**config.mk**
```make
export PLATFORM = sky130hd
export DESIGN_NAME = decode_stage
export DESIGN_NICKNAME = d
export VERILOG_FILES = /design/src/rtl/decode_stage.sv
export SDC_FILE = /design/constraint.sdc
export NUM_CORES = 1
export LEC_CHECK = 0
export BUFFER_PORTS_ARGS = -buffer_cell sky130_fd_sc_hd__buf_4
export CORE_MARGIN = 2
export CORE_UTILIZATION = 46
export DETAILED_ROUTE_END_ITERATION = 12
export GPL_TIMING_DRIVEN = 0
export HOLD_SLACK_MARGIN = 0.05
export PLACE_DENSITY = 0.81
export SYNTH_ARGS = -nofsm -noshare
export SYNTH_HDL_FRONTEND = slang
export SYNTH_SLANG_ARGS = --single-unit
```
**constraint.sdc**
```tcl
create_clock -name clock -period 2.19 [get_ports clock]
set_input_delay 0.5475 -clock clock [delete_from_list [all_inputs] [get_ports clock]]
set_output_delay 0.5475 -clock clock [all_outputs]
set_load 0.02 [all_outputs]
```
**src/rtl/decode_stage.sv**
```systemverilog
// N-wide RV32I decode stage with a registered valid/ready output slot, flush and lane counter.
// Optional feature: define DECODE_MULDIV_EN to decode RV32M (funct7=0000001) as muldiv.
module decode_stage #(
  parameter int NUM_LANES = 2,
  parameter int XLEN      = 32,
  parameter int CTRL_W    = 11
) (
  input  logic                        clock,
  input  logic                        reset_n,
  input  logic                        flush,
  input  logic                        in_valid,
  output logic                        in_ready,
  input  logic [XLEN-1:0]             in_pc,
  input  logic [NUM_LANES*32-1:0]     in_inst,
  input  logic [NUM_LANES-1:0]        in_lane_valid,
  output logic                        out_valid,
  input  logic                        out_ready,
  output logic [NUM_LANES-1:0]        out_lane_valid,
  output logic [NUM_LANES*XLEN-1:0]   out_pc,
  output logic [NUM_LANES*5-1:0]      out_rd,
  output logic [NUM_LANES*5-1:0]      out_rs1,
  output logic [NUM_LANES*5-1:0]      out_rs2,
  output logic [NUM_LANES*3-1:0]      out_funct3,
  output logic [NUM_LANES*7-1:0]      out_funct7,
  output logic [NUM_LANES*XLEN-1:0]   out_imm,
  output logic [NUM_LANES*CTRL_W-1:0] out_ctrl,
  output logic [31:0]                 decoded_count
);

  localparam logic [6:0] OP_R      = 7'b0110011;
  localparam logic [6:0] OP_IMM    = 7'b0010011;
  localparam logic [6:0] OP_LOAD   = 7'b0000011;
  localparam logic [6:0] OP_STORE  = 7'b0100011;
  localparam logic [6:0] OP_BRANCH = 7'b1100011;
  localparam logic [6:0] OP_JAL    = 7'b1101111;
  localparam logic [6:0] OP_JALR   = 7'b1100111;
  localparam logic [6:0] OP_LUI    = 7'b0110111;
  localparam logic [6:0] OP_AUIPC  = 7'b0010111;

  localparam int B_REG_WRITE  = 0;
  localparam int B_ALU_SRC    = 1;
  localparam int B_MEM_WRITE  = 2;
  localparam int B_ALU_OP     = 3;
  localparam int B_MEM_TO_REG = 5;
  localparam int B_MEM_READ   = 6;
  localparam int B_BRANCH     = 7;
  localparam int B_JUMP       = 8;
  localparam int B_ILLEGAL    = 9;
  localparam int B_MULDIV     = 10;

  function automatic logic [CTRL_W-1:0] decode_ctrl(input logic [31:0] inst);
    logic [CTRL_W-1:0] c;
    c = '0;
    case (inst[6:0])
      OP_R: begin
        if (inst[31:25] == 7'b0000000 || inst[31:25] == 7'b0100000) begin
          c[B_REG_WRITE]       = 1'b1;
          c[B_ALU_OP +: 2]     = 2'b10;
        end
`ifdef DECODE_MULDIV_EN
        else if (inst[31:25] == 7'b0000001) begin
          c[B_REG_WRITE]       = 1'b1;
          c[B_ALU_OP +: 2]     = 2'b10;
          c[B_MULDIV]          = 1'b1;
        end
`endif
        else begin
          c[B_ILLEGAL]         = 1'b1;
        end
      end
      OP_IMM: begin
        c[B_REG_WRITE]   = 1'b1;
        c[B_ALU_SRC]     = 1'b1;
        c[B_ALU_OP +: 2] = 2'b11;
      end
      OP_LOAD: begin
        c[B_REG_WRITE]  = 1'b1;
        c[B_ALU_SRC]    = 1'b1;
        c[B_MEM_READ]   = 1'b1;
        c[B_MEM_TO_REG] = 1'b1;
      end
      OP_STORE: begin
        c[B_ALU_SRC]   = 1'b1;
        c[B_MEM_WRITE] = 1'b1;
      end
      OP_BRANCH: begin
        c[B_BRANCH]      = 1'b1;
        c[B_ALU_OP +: 2] = 2'b01;
      end
      OP_JAL: begin
        c[B_REG_WRITE] = 1'b1;
        c[B_JUMP]      = 1'b1;
      end
      OP_JALR: begin
        c[B_REG_WRITE] = 1'b1;
        c[B_JUMP]      = 1'b1;
        c[B_ALU_SRC]   = 1'b1;
      end
      OP_LUI, OP_AUIPC: begin
        c[B_REG_WRITE] = 1'b1;
        c[B_ALU_SRC]   = 1'b1;
      end
      default: c[B_ILLEGAL] = 1'b1;
    endcase
    // Writes to x0 are architecturally discarded, so rename never sees them.
    if (inst[11:7] == 5'd0) c[B_REG_WRITE] = 1'b0;
    return c;
  endfunction

  function automatic logic [XLEN-1:0] decode_imm(input logic [31:0] inst);
    logic [31:0] imm32;
    imm32 = '0;
    case (inst[6:0])
      OP_LOAD, OP_IMM, OP_JALR:
        imm32 = {{20{inst[31]}}, inst[31:20]};
      OP_STORE:
        imm32 = {{20{inst[31]}}, inst[31:25], inst[11:7]};
      OP_BRANCH:
        imm32 = {{19{inst[31]}}, inst[31], inst[7], inst[30:25], inst[11:8], 1'b0};
      OP_LUI, OP_AUIPC:
        imm32 = {inst[31:12], 12'b0};
      OP_JAL:
        imm32 = {{11{inst[31]}}, inst[31], inst[19:12], inst[20], inst[30:21], 1'b0};
      default:
        imm32 = '0;
    endcase
    return XLEN'($signed(imm32));
  endfunction

  logic [NUM_LANES*XLEN-1:0]   dec_pc;
  logic [NUM_LANES*5-1:0]      dec_rd;
  logic [NUM_LANES*5-1:0]      dec_rs1;
  logic [NUM_LANES*5-1:0]      dec_rs2;
  logic [NUM_LANES*3-1:0]      dec_funct3;
  logic [NUM_LANES*7-1:0]      dec_funct7;
  logic [NUM_LANES*XLEN-1:0]   dec_imm;
  logic [NUM_LANES*CTRL_W-1:0] dec_ctrl;
  logic [31:0]                 lane_pop;
  logic                        load;
  logic                        fire;

  assign in_ready = reset_n && !flush && (!out_valid || out_ready);
  assign load     = in_valid && in_ready;
  assign fire     = out_valid && out_ready;

  always_comb begin
    dec_pc     = '0;
    dec_rd     = '0;
    dec_rs1    = '0;
    dec_rs2    = '0;
    dec_funct3 = '0;
    dec_funct7 = '0;
    dec_imm    = '0;
    dec_ctrl   = '0;
    for (int i = 0; i < NUM_LANES; i++) begin
      dec_pc[XLEN*i +: XLEN] = in_pc + XLEN'(32'(4 * i));
      dec_funct3[3*i +: 3]   = in_inst[32*i+12 +: 3];
      dec_funct7[7*i +: 7]   = in_inst[32*i+25 +: 7];
      // Invalid lanes carry no register or control side effects downstream.
      if (in_lane_valid[i]) begin
        dec_rd[5*i +: 5]           = in_inst[32*i+7 +: 5];
        dec_rs1[5*i +: 5]          = in_inst[32*i+15 +: 5];
        dec_rs2[5*i +: 5]          = in_inst[32*i+20 +: 5];
        dec_imm[XLEN*i +: XLEN]    = decode_imm(in_inst[32*i +: 32]);
        dec_ctrl[CTRL_W*i +: CTRL_W] = decode_ctrl(in_inst[32*i +: 32]);
      end
    end
  end

  always_comb begin
    lane_pop = '0;
    for (int i = 0; i < NUM_LANES; i++) begin
      lane_pop = lane_pop + 32'(out_lane_valid[i]);
    end
  end

  always_ff @(posedge clock) begin
    if (!reset_n) begin
      out_valid      <= 1'b0;
      out_lane_valid <= '0;
      out_pc         <= '0;
      out_rd         <= '0;
      out_rs1        <= '0;
      out_rs2        <= '0;
      out_funct3     <= '0;
      out_funct7     <= '0;
      out_imm        <= '0;
      out_ctrl       <= '0;
      decoded_count  <= '0;
    end else if (flush) begin
      out_valid <= 1'b0;
    end else begin
      if (fire) decoded_count <= decoded_count + lane_pop;
      if (load) begin
        out_valid      <= |in_lane_valid;
        out_lane_valid <= in_lane_valid;
        out_pc         <= dec_pc;
        out_rd         <= dec_rd;
        out_rs1        <= dec_rs1;
        out_rs2        <= dec_rs2;
        out_funct3     <= dec_funct3;
        out_funct7     <= dec_funct7;
        out_imm        <= dec_imm;
        out_ctrl       <= dec_ctrl;
      end else if (fire) begin
        out_valid <= 1'b0;
      end
    end
  end

endmodule

```
==> reports/qor.txt <==
N_diodes = 0
Core Region = 0.0217 mm²
Final setup viols = 0
Placed Area = 0.0130 mm²
Port Buffer Count = 334
Clock skew = 0.0186 ns
Post-Place Cells = 1804
Total die area = 0.0231 mm²
Final non-filler cell total = 1854
Static Leakage = 5.74 nW
Nets = 1663
Initial antenna violation count = 0
Syn_area_per_cell = 8.48 µm²
H-tree levels = 1
Post-synth EDFFs = 0
Area Overhead vs Synth = 38.2%
CTS clk-pin slew, worst paths = 0.06 ns
Clock Sinks = 229
Layout cell share with drive strength beyond 1 = 29.5%
Setup WS post-layout = 0.0990 ns
Worst VDD drop = 0.631 mV
RR Startpoint = out_lane_valid[0]$_SDFFE_PN0P_
Final Hold Fails = 0
Vias in the first global route = 10095
Initial core utilization = 46.5%
Final instance area = 0.0139 mm²
Power per cell area = 691 mW/mm²
GRT overflow = 0
GP Congestion = 0.928
Crit path arrival time = 2.49 ns
Die Y-Extent = 152 µm
R2R cell count = 10
First-pass GRT wire length = 55900 µm
Drt first pass iters = 5
Synth area leaders = dfxtp_1 45%, nand2_1 8.6%, a21boi_0 6.9%
Max cap viols = 0
Die width = 152 µm
Critical path startpoint category = register
Final WL = 36700 µm
Ports = 339
Crit share post-route = 95.5%
1st-iter DRT viols = 642
Dpl hpwl = 27900 µm
Crit path to = decoded_count[26]$_SDFFE_PN0P_
R2R setup slack = 0.1 ns
Gr usage total = 30.1%
Register bit total from synthesis = 229
Slew margin rel. = 40.5%
Sequential area share after synthesis = 45.5%
Yosys warns = 0
Commonest non-fill, non-tap cell in the layout = buf_4
Vias = 10439
Pre-CTS setup slack = -0.344 ns
Cell taking the most area after synthesis = dfxtp_1
Final slew viol count = 0
CP Data Required Time = 2.59 ns
Post-Syn Area = 0.0101 mm²
Share of the synthesized area in the top cell type = 45.5%
DRC Markers = 0
FMAX = 478 MHz
Slew @ Worst Pin = 0.884 ns
Most frequent cells in the layout = 345 x buf_4, 232 x nand2_1, 226 x dfxtp_1, 91 x a21boi_0, 87 x o21ai_0
Routed Antenna Nets = 0
Largest net degree at the start of global routing = 14
Worst-path maximum fanout = 5
Num CTS Buffers = 25
Syn Inst Count = 1189
Yosys cell types = 70
Vias per cell = 5.63
RR Endpoint = decoded_count[26]$_SDFFE_PN0P_
CTS Hold Bufs = 0
Routed WL per cell = 19.8 µm
Crit path from = out_lane_valid[0]$_SDFFE_PN0P_
Maximum clock path buffer count = 3
Synth Flop Type = dfxtp_1
CP Capture Type = register
CTS tree = built
Critical path type = reg2reg
Fin util = 64.2%
Cell row count = 54
Outcome = finished clean
Final min period = 2.09 ns
Asr flop ratio synth = 0%
HP Class = in2reg
Clk_lat worst skew = 0.53 ns
Root Buffer = clkbuf_16
==> routing by layer <==
metal / up-vias / GRT usage (%) / routed length, µm
met5: - / 0 / 0
met4: 0 / 11.9 / 1580
met3: 106 / 8.24 / 3580
met2: 550 / 52.2 / 17800
met1: 4909 / 35.3 / 13700
li1: 4874 / - / -
==> flip-flops by register name (all words and copies together) (netlist names) <==
name,count
out_funct3,6
out_rs1,10
out_imm,64
out_pc,62
out_funct7,14
out_valid,1
out_rd,10
out_rs2,10
out_lane_valid,2
out_ctrl,18
decoded_count,32
==> layout make-up <==
type | count | area [µm²]
plain buffers | 90 | 429
clock buffers | 36 | 768
clock inverters | 8 | 96.3
fillers | 1858 | 7760
inverters | 15 | 56.3
multi-input cells | 857 | 5090
flip-flops and latches | 229 | 4590
well taps | 280 | 350
repair buffers | 339 | 2550
==> cell usage after synthesis (all sizes together) (2+ instances only) <==
library cell and count:
xor2 10, o21ai 87, a221oi 4, and3 19, nor2b 24, a21boi 105
a21oi 71, nand4 24, nor3b 2, clkbuf 48, nor2 18, dfxtp 229
o211a 5, a211o 3, and4 6, nand2 232, or4 4, a22oi 20
nand4bb 2, nor4b 2, or2 3, nand4b 4, a211oi 2, inv 15
nand3 60, and3b 2, nor3 17, buf 42, xnor2 39, a21o 10
nor4 11, and2 30, or3 8, o31ai 4, nand2b 3, a32oi 3
o211ai 3, ha 2, o21a 3
==> worst min path at each step <==
stage / startpoint / endpoint / cells after the start
5_1_grt: in_inst[13] / out_funct3[1]$_SDFFE_PN0P_ / 3
3_5_place_dp: out_imm[43]$_SDFFE_PN0P_ / out_imm[43]$_SDFFE_PN0P_ / 1
6_report: in_inst[45] / out_funct3[4]$_SDFFE_PN0P_ / 3
3_3_place_gp: out_imm[44]$_SDFFE_PN0P_ / out_imm[44]$_SDFFE_PN0P_ / 1
2_1_floorplan: out_lane_valid[0]$_SDFFE_PN0P_ / out_lane_valid[0]$_SDFFE_PN0P_ / 2
4_1_cts: in_inst[45] / out_funct3[4]$_SDFFE_PN0P_ / 3
==> cells by family after synthesis <==
family | Yosys count | share of synthesized area (%)
buffers and inverters | 105 | 4.64
flip-flops | 229 | 45.5
other | 1 | 0.0372
AO/OA/AOI/OAI | 327 | 21.1
multiplexers | 1 | 0.112
XOR/XNOR | 49 | 4.26
AND/OR/NAND/NOR | 474 | 24.0
adder cells (fa/ha/maj) | 3 | 0.447
==> where the power goes <==
| part | switching (mW) | internal, mW |
|---|---|---|
| clock | 1.72 | 2.66 |
| combinational | 0.577 | 0.375 |
| sequential | 0.0435 | 4.24 |
| total | 2.34 | 7.28 |
==> worst max-delay path, stage by stage, from the launching register on <==
cell	delay, ns
dfxtp_4	0.35
inv_1	0.07
fa_2	0.40
inv_2	0.09
ha_4	0.13
nand3_2	0.09
nor2_4	0.19
nand3_4	0.12
buf_4	0.15
o31ai_1	0.26
a21boi_1	0.10
==> repair_timing <==
item | 4_1_cts | 5_1_grt
hold endpoints to repair | 0 | 0
cloned | 0 | 1
resized for setup | 2 | 22
endpoints found under the setup margin | 17 | 130
buffers inserted | 2 | 3
pin swaps | 2 | 3
==> through the flow <==
| step | TNS, ns | hold WS, ns | total power [mW] |
|---|---|---|---|
| floorplan | 0 | 0.505 | 4.80 |
| global placement | -27.60 | 0.436 | 5.30 |
| detailed placement | -32.00 | 0.441 | 5.31 |
| CTS | 0 | 0.283 | 9.67 |
| global route | -0.0317 | 0.295 | 9.92 |
| finish | 0 | 0.294 | 9.62 |
No activity file was read; power rests on OpenSTA's default activity.
